==> src/rtl/multicycle_control.sv <==
// Multi-cycle control FSM for the 4-bit-opcode processor.
// Sequences fetch / decode / execute / memory / writeback and drives the
// shared-ALU and unified-memory datapath controls. Memory states wait on
// mem_ready and fall into a sticky ERROR state if the wait runs too long.
module multicycle_control #(
  parameter int unsigned MEM_TIMEOUT = 16
) (
  input  logic       clk,
  input  logic       rst_n,
  input  logic [3:0] opcode,
  input  logic       zero,
  input  logic       mem_ready,
  output logic       PC_WRITE,
  output logic       IR_WRITE,
  output logic       I_OR_D,
  output logic       MEM_READ,
  output logic       MEM_WRITE,
  output logic       REG_WRITE,
  output logic       REG_DEST,
  output logic       MEM_TO_REG,
  output logic       ALU_SRC_A,
  output logic [1:0] ALU_SRC_B,
  output logic [2:0] ALU_control,
  output logic [1:0] PC_SOURCE,
  output logic [3:0] state,
  output logic       instr_done,
  output logic       mem_err
);

  typedef enum logic [3:0] {
    S_FETCH  = 4'd0,
    S_DECODE = 4'd1,
    S_EXEC_R = 4'd2,
    S_WB_R   = 4'd3,
    S_ADDR   = 4'd4,
    S_MEM_RD = 4'd5,
    S_WB_LW  = 4'd6,
    S_MEM_WR = 4'd7,
    S_BRANCH = 4'd8,
    S_JUMP   = 4'd9,
    S_ERROR  = 4'd15
  } state_t;

  // Counter wide enough to hold MEM_TIMEOUT itself.
  localparam int unsigned CW = (MEM_TIMEOUT < 2) ? 1 : $clog2(MEM_TIMEOUT + 1);

  state_t          r_state;
  state_t          w_next;
  logic [CW-1:0]   r_cnt;
  logic            r_mem_err;
  logic            w_mem_state;
  logic            w_limit;

  assign state   = r_state;
  assign mem_err = r_mem_err;

  // States that talk to memory and are subject to the wait timeout.
  assign w_mem_state = (r_state == S_FETCH) || (r_state == S_MEM_RD) || (r_state == S_MEM_WR);

  // This waiting cycle is the last one allowed before giving up.
  assign w_limit = (MEM_TIMEOUT != 32'd0) && ((32'(r_cnt) + 32'd1) == MEM_TIMEOUT);

  // Next-state selection from current state, opcode and memory handshake.
  always_comb begin
    w_next = r_state;
    case (r_state)
      S_FETCH: begin
        if (mem_ready)    w_next = S_DECODE;
        else if (w_limit) w_next = S_ERROR;
        else              w_next = S_FETCH;
      end
      S_DECODE: begin
        if (!opcode[3]) begin
          w_next = S_EXEC_R;
        end else begin
          case (opcode)
            4'b1000, 4'b1010: w_next = S_ADDR;
            4'b1110:          w_next = S_BRANCH;
            4'b1111:          w_next = S_JUMP;
            default:          w_next = S_FETCH;
          endcase
        end
      end
      S_EXEC_R: w_next = S_WB_R;
      S_WB_R:   w_next = S_FETCH;
      S_ADDR: begin
        if (opcode == 4'b1000)      w_next = S_MEM_RD;
        else if (opcode == 4'b1010) w_next = S_MEM_WR;
        else                        w_next = S_FETCH;
      end
      S_MEM_RD: begin
        if (mem_ready)    w_next = S_WB_LW;
        else if (w_limit) w_next = S_ERROR;
        else              w_next = S_MEM_RD;
      end
      S_WB_LW: w_next = S_FETCH;
      S_MEM_WR: begin
        if (mem_ready)    w_next = S_FETCH;
        else if (w_limit) w_next = S_ERROR;
        else              w_next = S_MEM_WR;
      end
      S_BRANCH: w_next = S_FETCH;
      S_JUMP:   w_next = S_FETCH;
      S_ERROR:  w_next = S_ERROR;
      default:  w_next = S_FETCH;
    endcase
  end

  // State register, wait counter and sticky error flag.
  always_ff @(posedge clk or negedge rst_n) begin
    if (!rst_n) begin
      r_state   <= S_FETCH;
      r_cnt     <= '0;
      r_mem_err <= 1'b0;
    end else begin
      r_state <= w_next;
      if (w_mem_state && !mem_ready && (MEM_TIMEOUT != 32'd0)) begin
        r_cnt <= r_cnt + CW'(1'b1);
      end else begin
        r_cnt <= '0;
      end
      if (w_next == S_ERROR) begin
        r_mem_err <= 1'b1;
      end else begin
        r_mem_err <= r_mem_err;
      end
    end
  end

  // Datapath controls decoded from the state register; everything is held
  // low while rst_n is asserted so an aborted instruction leaves no strobe.
  always_comb begin
    PC_WRITE    = 1'b0;
    IR_WRITE    = 1'b0;
    I_OR_D      = 1'b0;
    MEM_READ    = 1'b0;
    MEM_WRITE   = 1'b0;
    REG_WRITE   = 1'b0;
    REG_DEST    = 1'b0;
    MEM_TO_REG  = 1'b0;
    ALU_SRC_A   = 1'b0;
    ALU_SRC_B   = 2'b00;
    ALU_control = 3'b000;
    PC_SOURCE   = 2'b00;
    instr_done  = 1'b0;
    if (!rst_n) begin
      PC_WRITE = 1'b0;
    end else begin
      case (r_state)
        S_FETCH: begin
          MEM_READ    = 1'b1;
          ALU_SRC_B   = 2'b01;
          ALU_control = 3'b010;
          IR_WRITE    = mem_ready;
          PC_WRITE    = mem_ready;
        end
        S_DECODE: begin
          ALU_SRC_B   = 2'b10;
          ALU_control = 3'b010;
          // NOP opcodes finish here; everything else has a later phase.
          instr_done  = opcode[3] && (opcode != 4'b1000) && (opcode != 4'b1010)
                        && (opcode != 4'b1110) && (opcode != 4'b1111);
        end
        S_EXEC_R: begin
          ALU_SRC_A   = 1'b1;
          ALU_control = opcode[2:0];
        end
        S_WB_R: begin
          REG_WRITE  = 1'b1;
          REG_DEST   = 1'b1;
          instr_done = 1'b1;
        end
        S_ADDR: begin
          ALU_SRC_A   = 1'b1;
          ALU_SRC_B   = 2'b10;
          ALU_control = 3'b010;
        end
        S_MEM_RD: begin
          MEM_READ = 1'b1;
          I_OR_D   = 1'b1;
        end
        S_WB_LW: begin
          REG_WRITE  = 1'b1;
          MEM_TO_REG = 1'b1;
          instr_done = 1'b1;
        end
        S_MEM_WR: begin
          MEM_WRITE  = 1'b1;
          I_OR_D     = 1'b1;
          instr_done = mem_ready;
        end
        S_BRANCH: begin
          ALU_SRC_A   = 1'b1;
          ALU_control = 3'b110;
          PC_SOURCE   = 2'b01;
          PC_WRITE    = ~zero;
          instr_done  = 1'b1;
        end
        S_JUMP: begin
          PC_SOURCE  = 2'b10;
          PC_WRITE   = 1'b1;
          instr_done = 1'b1;
        end
        S_ERROR: begin
          PC_WRITE = 1'b0;
        end
        default: begin
          PC_WRITE = 1'b0;
        end
      endcase
    end
  end

endmodule

==> config.mk <==
export PLATFORM = sky130hd
export DESIGN_NAME = multicycle_control
export DESIGN_NICKNAME = d
export VERILOG_FILES = /design/src/rtl/multicycle_control.sv
export SDC_FILE = /design/constraint.sdc
export NUM_CORES = 1
export LEC_CHECK = 0
export ABC_AREA = 1
export CORE_ASPECT_RATIO = 0.7
export CORE_MARGIN = 2
export CORE_UTILIZATION = 38
export DETAILED_ROUTE_END_ITERATION = 6
export GPL_TIMING_DRIVEN = 0
export MAX_ROUTING_LAYER = met4
export PLACE_DENSITY = 0.74
export SLEW_MARGIN = 20
export SYNTH_ARGS = -nofsm -noshare
export SYNTH_HDL_FRONTEND = slang
export SYNTH_SLANG_ARGS = --single-unit
==> constraint.sdc <==
create_clock -name clk -period 1.2 [get_ports clk]
set_input_delay 0.24 -clock clk [delete_from_list [all_inputs] [get_ports clk]]
set_output_delay 0.24 -clock clk [all_outputs]
set_load 0.1 [all_outputs]
==> metrics.log, run 1 <==
[metrics] run status: stopped before the end
[metrics] Exit stage: global routing
[metrics] Log Error: [ERROR DPL-0038] Utilization greater than 100%, impossible to legalize
[metrics] initial standard-cell utilization of the core: 0.410
[metrics] synthesized instance count: 123
[metrics] Net Count, Synth: 132
[metrics] Synth async-reset ratio: 1.00
[metrics] Seq/Total Area, Yosys: 0.321
[metrics] compound-cell area share of the yosys netlist: 0.108
[metrics] Die Height: 41.9 um
[metrics] CTS Root Cell: sky130_fd_sc_hd__clkbuf_4
[metrics] post-synth cell types: 22
[metrics] share of the synthesized netlist area taken by xor and xnor gates: 0.0112
[metrics] count of standard-cell rows: 13
[metrics] die extent in x: 58.1 um
[metrics] primary flip-flop cell chosen by synthesis mapping: sky130_fd_sc_hd__dfrtp_1
[metrics] maximum number of pins on one net before global-route repair: 11
[metrics] largest family of logic cells by synthesized area: simple AND/OR/NAND/NOR gates
[metrics] quantity of I/O buffers inserted on ports: 29
[metrics] CTS sink count: 10
[metrics] total clock buffers created by CTS: 3
[metrics] warnings from Yosys: 0
[metrics] number of synthesized flops with an enable pin: 0
[metrics] total of flip-flops plus latches after synthesis: 10
[metrics] count of pins on the block boundary: 30
[metrics] Post-Synth Simple-Gate Area: 0.438
[metrics] adder-cell share of the synthesized area: 0.0161
[metrics] mux cell area share after synthesis: 0
[metrics] average size of a mapped cell: 6.34 um^2
[metrics] worst-case clock buffer depth: 2
[metrics] H-tree depth reported by CTS: 1
[metrics] post-synthesis instance area: 779 um^2
[metrics] kind of pin the worst path terminates on: output port
[metrics] Final HPWL DP: 1970 um
[metrics] Worst Endpoint after GRT Repair: PC_WRITE
[metrics] RePlAce Congestion: 0.835
==> stage by stage <==
step / hold WS [ps] / cells / setup slack (ps) / cell area (um^2)
2_1_floorplan: -55.6 / 123 / -1180 / 976
3_3_place_gp: 487 / 174 / -2320 / 1290
3_5_place_dp: 495 / 174 / -2330 / 1290
4_1_cts: 502 / 188 / -755 / 1720
==> synthesized netlist by cell type, types with 2 or more instances <==
cell type | number | area share
sky130_fd_sc_hd__nor2_2 | 3 | 0.024
sky130_fd_sc_hd__nand4_1 | 6 | 0.048
sky130_fd_sc_hd__nor2_1 | 24 | 0.12
sky130_fd_sc_hd__dfrtp_1 | 10 | 0.32
sky130_fd_sc_hd__o21ai_0 | 3 | 0.019
sky130_fd_sc_hd__nand2_1 | 23 | 0.11
sky130_fd_sc_hd__inv_2 | 2 | 0.0096
sky130_fd_sc_hd__nor3_1 | 7 | 0.045
sky130_fd_sc_hd__inv_1 | 19 | 0.091
sky130_fd_sc_hd__o21ai_2 | 2 | 0.022
sky130_fd_sc_hd__a21oi_1 | 3 | 0.019
sky130_fd_sc_hd__nand3_1 | 10 | 0.064
sky130_fd_sc_hd__nand2_2 | 2 | 0.016
==> cells by family after synthesis <==
group                      after synthesis
AOI/OAI and AO/OA                       13
xor gates and xnor gates                 1
adders and majority gates                1
buffers and inverters                   22
DFF                                     10
and+or+nand+nor                         76
==> what timing repair did <==
| action | CTS |
|---|---|
| gates resized for setup | 224 |
| gates cloned | 0 |
| hold buffers | 1 |
| hold endpoints to repair | 10 |
| setup buffers | 9 |
| endpoints found under the setup margin | 29 |
| pin swaps | 12 |
==> run 2, diff against run 1 <==
Settings changed: CORE_AREA set to 2 2 63 65, CORE_ASPECT_RATIO 0.7 to unset, CORE_MARGIN 2 to unset, CORE_UTILIZATION 38 to unset, DIE_AREA set to 0 0 65 67, MAX_ROUTING_LAYER met4 to unset, PLACE_DENSITY 0.74 to unset, PLACE_DENSITY_LB_ADDON set to 0.15.
Clock period 1.2 ns to 1.6 ns, I/O delays scaled along.
==> run 2 against run 1 <==
Net effect:
- the flow now finishes, with violations (setup timing)
- area after synthesis is the same
- synthesized cell count is the same
==> metrics.log, run 2 <==
[metrics] count of pins on the block boundary: 30 (unchanged)
[metrics] Std-Cell Core Area: 3610 um^2
[metrics] critical path capture point type: primary output
[metrics] dominant cells by area after synthesis: sky130_fd_sc_hd__dfrtp_1, sky130_fd_sc_hd__nor2_1, sky130_fd_sc_hd__nand2_1 (unchanged)
[metrics] total number of vias: 980
[metrics] CP startpoint kind: flop
[metrics] endpoints failing setup: 17
[metrics] primary flip-flop cell chosen by synthesis mapping: sky130_fd_sc_hd__dfrtp_1 (unchanged)
[metrics] largest register by flop count: r_cnt
[metrics] number of synthesized flops with an enable pin: 0 (unchanged)
[metrics] Die Height: 67 um (was 41.9 um)
[metrics] initial standard-cell utilization of the core: 0.216 (was 0.410)
[metrics] total clock buffers created by CTS: 3 (unchanged)
[metrics] number of vias per cell after detailed routing: 4.39
[metrics] number of search-and-repair iterations in the first detailed-routing pass: 4
[metrics] highest ir drop seen on vdd: 405 uV
[metrics] Final Cycle Share: 1.24
[metrics] final std cell area, no fill: 1800 um^2
[metrics] reported max-cap violation count: 0
[metrics] static leakage power: 0.717 nW
[metrics] total length of routed wires: 2680 um
[metrics] count of nets left with antenna violations after detail routing: 0
[metrics] Util after Layout: 0.498
[metrics] data arrival time of the critical path: 1670 ps
[metrics] average size of a mapped cell: 6.34 um^2 (unchanged)
[metrics] commonest non-fill, non-tap cells in the layout: sky130_fd_sc_hd__nand2_1, sky130_fd_sc_hd__buf_12, sky130_fd_sc_hd__inv_1, sky130_fd_sc_hd__nor2_4, sky130_fd_sc_hd__buf_4
[metrics] clock transition time at the flip-flop clock pins of the worst setup and hold paths: 50 ps
[metrics] Seq/Total Area, Yosys: 0.321 (unchanged)
[metrics] post-synthesis instance area: 779 um^2 (unchanged)
[metrics] quantity of I/O buffers inserted on ports: 29 (unchanged)
[metrics] CTS Root Cell: sky130_fd_sc_hd__clkbuf_8 (was sky130_fd_sc_hd__clkbuf_4)
[metrics] run status: complete, but fails checks (was stopped before the end)
[metrics] Data required, critical path: 1280 ps
[metrics] Yosys top cell by area: sky130_fd_sc_hd__dfrtp_1 (unchanged)
[metrics] sum of overflow across all layers after global routing: 0
[metrics] warnings from Yosys: 0 (unchanged)
[metrics] maximum operating frequency: 502 MHz
[metrics] classification of the worst-slack hold path: flop to flop
[metrics] average detailed-routed wire length per instance: 12.0 um
[metrics] die extent in x: 65 um (was 58.1 um)
[metrics] Final #Nets: 185
[metrics] clock tree from TritonCTS: built
[metrics] classification of the worst setup path: flop to primary output
[metrics] FF-to-FF setup slack: 150 ps
[metrics] number of antenna violations at the first check in global routing: 0
[metrics] DR DRC count: 0
[metrics] Setup Skew: 5.03 ps
[metrics] count of endpoints failing hold in the final timing report: 0
[metrics] capture point of the worst reg-to-reg path: state[2]
[metrics] Die ar.: 4360 um^2
[metrics] Net Count, Synth: 132 (unchanged)
[metrics] Commonest cells post-synth: sky130_fd_sc_hd__nor2_1, sky130_fd_sc_hd__nand2_1, sky130_fd_sc_hd__inv_1 (unchanged)
[metrics] commonest non-fill, non-tap cell in the layout: sky130_fd_sc_hd__nand2_1
[metrics] post-route setup slack: -392 ps
[metrics] synthesized instance count: 123 (unchanged)
[metrics] number of DRC markers after the initial detailed-route iteration: 36
[metrics] share of layout cells above drive strength 1: 0.549
[metrics] violations in the final reports: setup timing
[metrics] global-route wire length before repair: 4400 um
[metrics] worst-case clock buffer depth: 2 (unchanged)
[metrics] total routing resource utilization after global routing: 0.132
[metrics] max incr delay on CP: 500 ps
[metrics] area share of the largest cell type after synthesis: 0.321 (unchanged)
[metrics] Worst Hold Depth: 1
[metrics] headroom to the max-slew limit: 0.639
[metrics] slowest stage cell, crit path: sky130_fd_sc_hd__dfrtp_4
[metrics] sequence of cells on the critical path: nor2_4 -> nand3_2 -> inv_2 -> o2111ai_2 -> a21oi_4 -> buf_12
[metrics] RePlAce Congestion: 0.769 (was 0.835)
[metrics] source of the worst hold timing path: r_cnt[0]
[metrics] launching point of the worst reg2reg path: state[3]
[metrics] H-tree depth reported by CTS: 1 (unchanged)
[metrics] maximum number of pins on one net before global-route repair: 11
[metrics] number of placed cells counting well taps: 200 (was 174)
[metrics] max-slew violation count: 0
[metrics] min Tclk post-route: 1990 ps
[metrics] PD cells: 323 nW/um^2
[metrics] count of standard-cell rows: 22 (was 13)
[metrics] Cell Count, Final, Fillers Out: 223
[metrics] setup repair after global routing missed its margin: true
[metrics] total design power: 0.580 mW
[metrics] CTS sink count: 10 (unchanged)
[metrics] Area growth, synth to finish: 130%
[metrics] slew of the pin with the lowest slew margin: 544 ps
[metrics] antenna diode instance count: 0
[metrics] count of cells along the worst register-to-register path: 7
[metrics] Synth async-reset ratio: 1.00 (unchanged)
[metrics] Final HPWL DP: 1950 um (was 1970 um)
[metrics] end point of the most critical hold path: r_cnt[0]
[metrics] via count of the first global-routing pass: 949
[metrics] most instantiated library cell after synthesis: sky130_fd_sc_hd__nor2_1 (unchanged)
[metrics] critical path peak fanout: 5
[metrics] standard cell area after detailed placement: 1320 um^2 (was 1290 um^2)
[metrics] clock latency of the later-clocked register in the worst-skew pair: 230 ps
[metrics] flip-flop count of the largest register after layout: 5
[metrics] post-synth cell types: 22 (unchanged)
[metrics] total of flip-flops plus latches after synthesis: 10 (unchanged)
-- run 2: cell counts after synthesis --
No cell type changed its count.
-- run 2: report_power, final --
group | internal [mW] | switching [mW]
Clock | 0.173 | 0.0849
Combinational | 0.0264 | 0.0415
Sequential | 0.254 | 0
Total | 0.453 | 0.126
-- run 2: cell families after synthesis --
kind of cell    share of synthesized area
compound gates                      0.108
xor+xnor                           0.0112
flops                               0.321
buf+inv                             0.106
fa+ha+maj                          0.0160
simple gates                        0.438
-- run 2: how the worst max path moves through the flow --
| stage | from | endpoint | slack [ps] | depth (start not counted) |
|---|---|---|---|---|
| after floorplan | state[2] | PC_WRITE | -860 | 4 |
| after global placement | rst_n | instr_done | -2040 | 5 |
| after detailed placement | rst_n | REG_WRITE | -2050 | 5 |
| after CTS | state[3] | instr_done | -400 | 6 |
| after global routing | state[3] | instr_done | -460 | 6 |
| final | state[3] | instr_done | -390 | 6 |
-- run 2: per-layer routing --
metal	vias up	routed length [um]	global-route usage
li1	508	-	-
met4	0	79	0.0479
met1	438	1160	0.165
met2	28	1340	0.223
met5	-	0	0
met3	6	100	0.0304
-- run 2: through the flow --
step / setup TNS (ps) / worst slack [ps] / hold slack (ps)
finish: -4420 / -392 / 491
global route: -5520 / -460 / 541
CTS: -4450 / -396 / 498
detailed placement: -33570 / -2050 / 486
global placement: -33470 / -2040 / 477
floorplan: -6810 / -856 / 24.4
-- run 2: worst max-delay path, delay by kind of cell, from the launching register on --
| family | cells | cell delay, ps |
|---|---|---|
| buffers and inverters | 2 | 300 |
| AOI/OAI and AO/OA | 2 | 310 |
| DFF | 1 | 500 |
| and+or+nand+nor | 2 | 320 |
-- run 2: timing repair --
| action | in CTS | in global routing |
|---|---|---|
| endpoints found under the setup margin | 22 | 21 |
| pin swaps | 8 | 5 |
| resized for setup | 196 | 13 |
| hold endpoints to repair | 10 | 0 |
| hold buffers | 1 | 0 |
| buffers inserted | 10 | 8 |
-- run 2: layout make-up --
| type | instances | area [um^2] |
|---|---|---|
| inverters | 21 | 90.1 |
| plain buffers | 1 | 13.8 |
| clock buffers | 4 | 45.0 |
| well taps | 48 | 60.1 |
| fillers | 322 | 1810 |
| flip-flops and latches | 10 | 265 |
| repair buffers | 48 | 608 |
| multi-input cells | 91 | 713 |
Power figures use the tool's default switching activity.
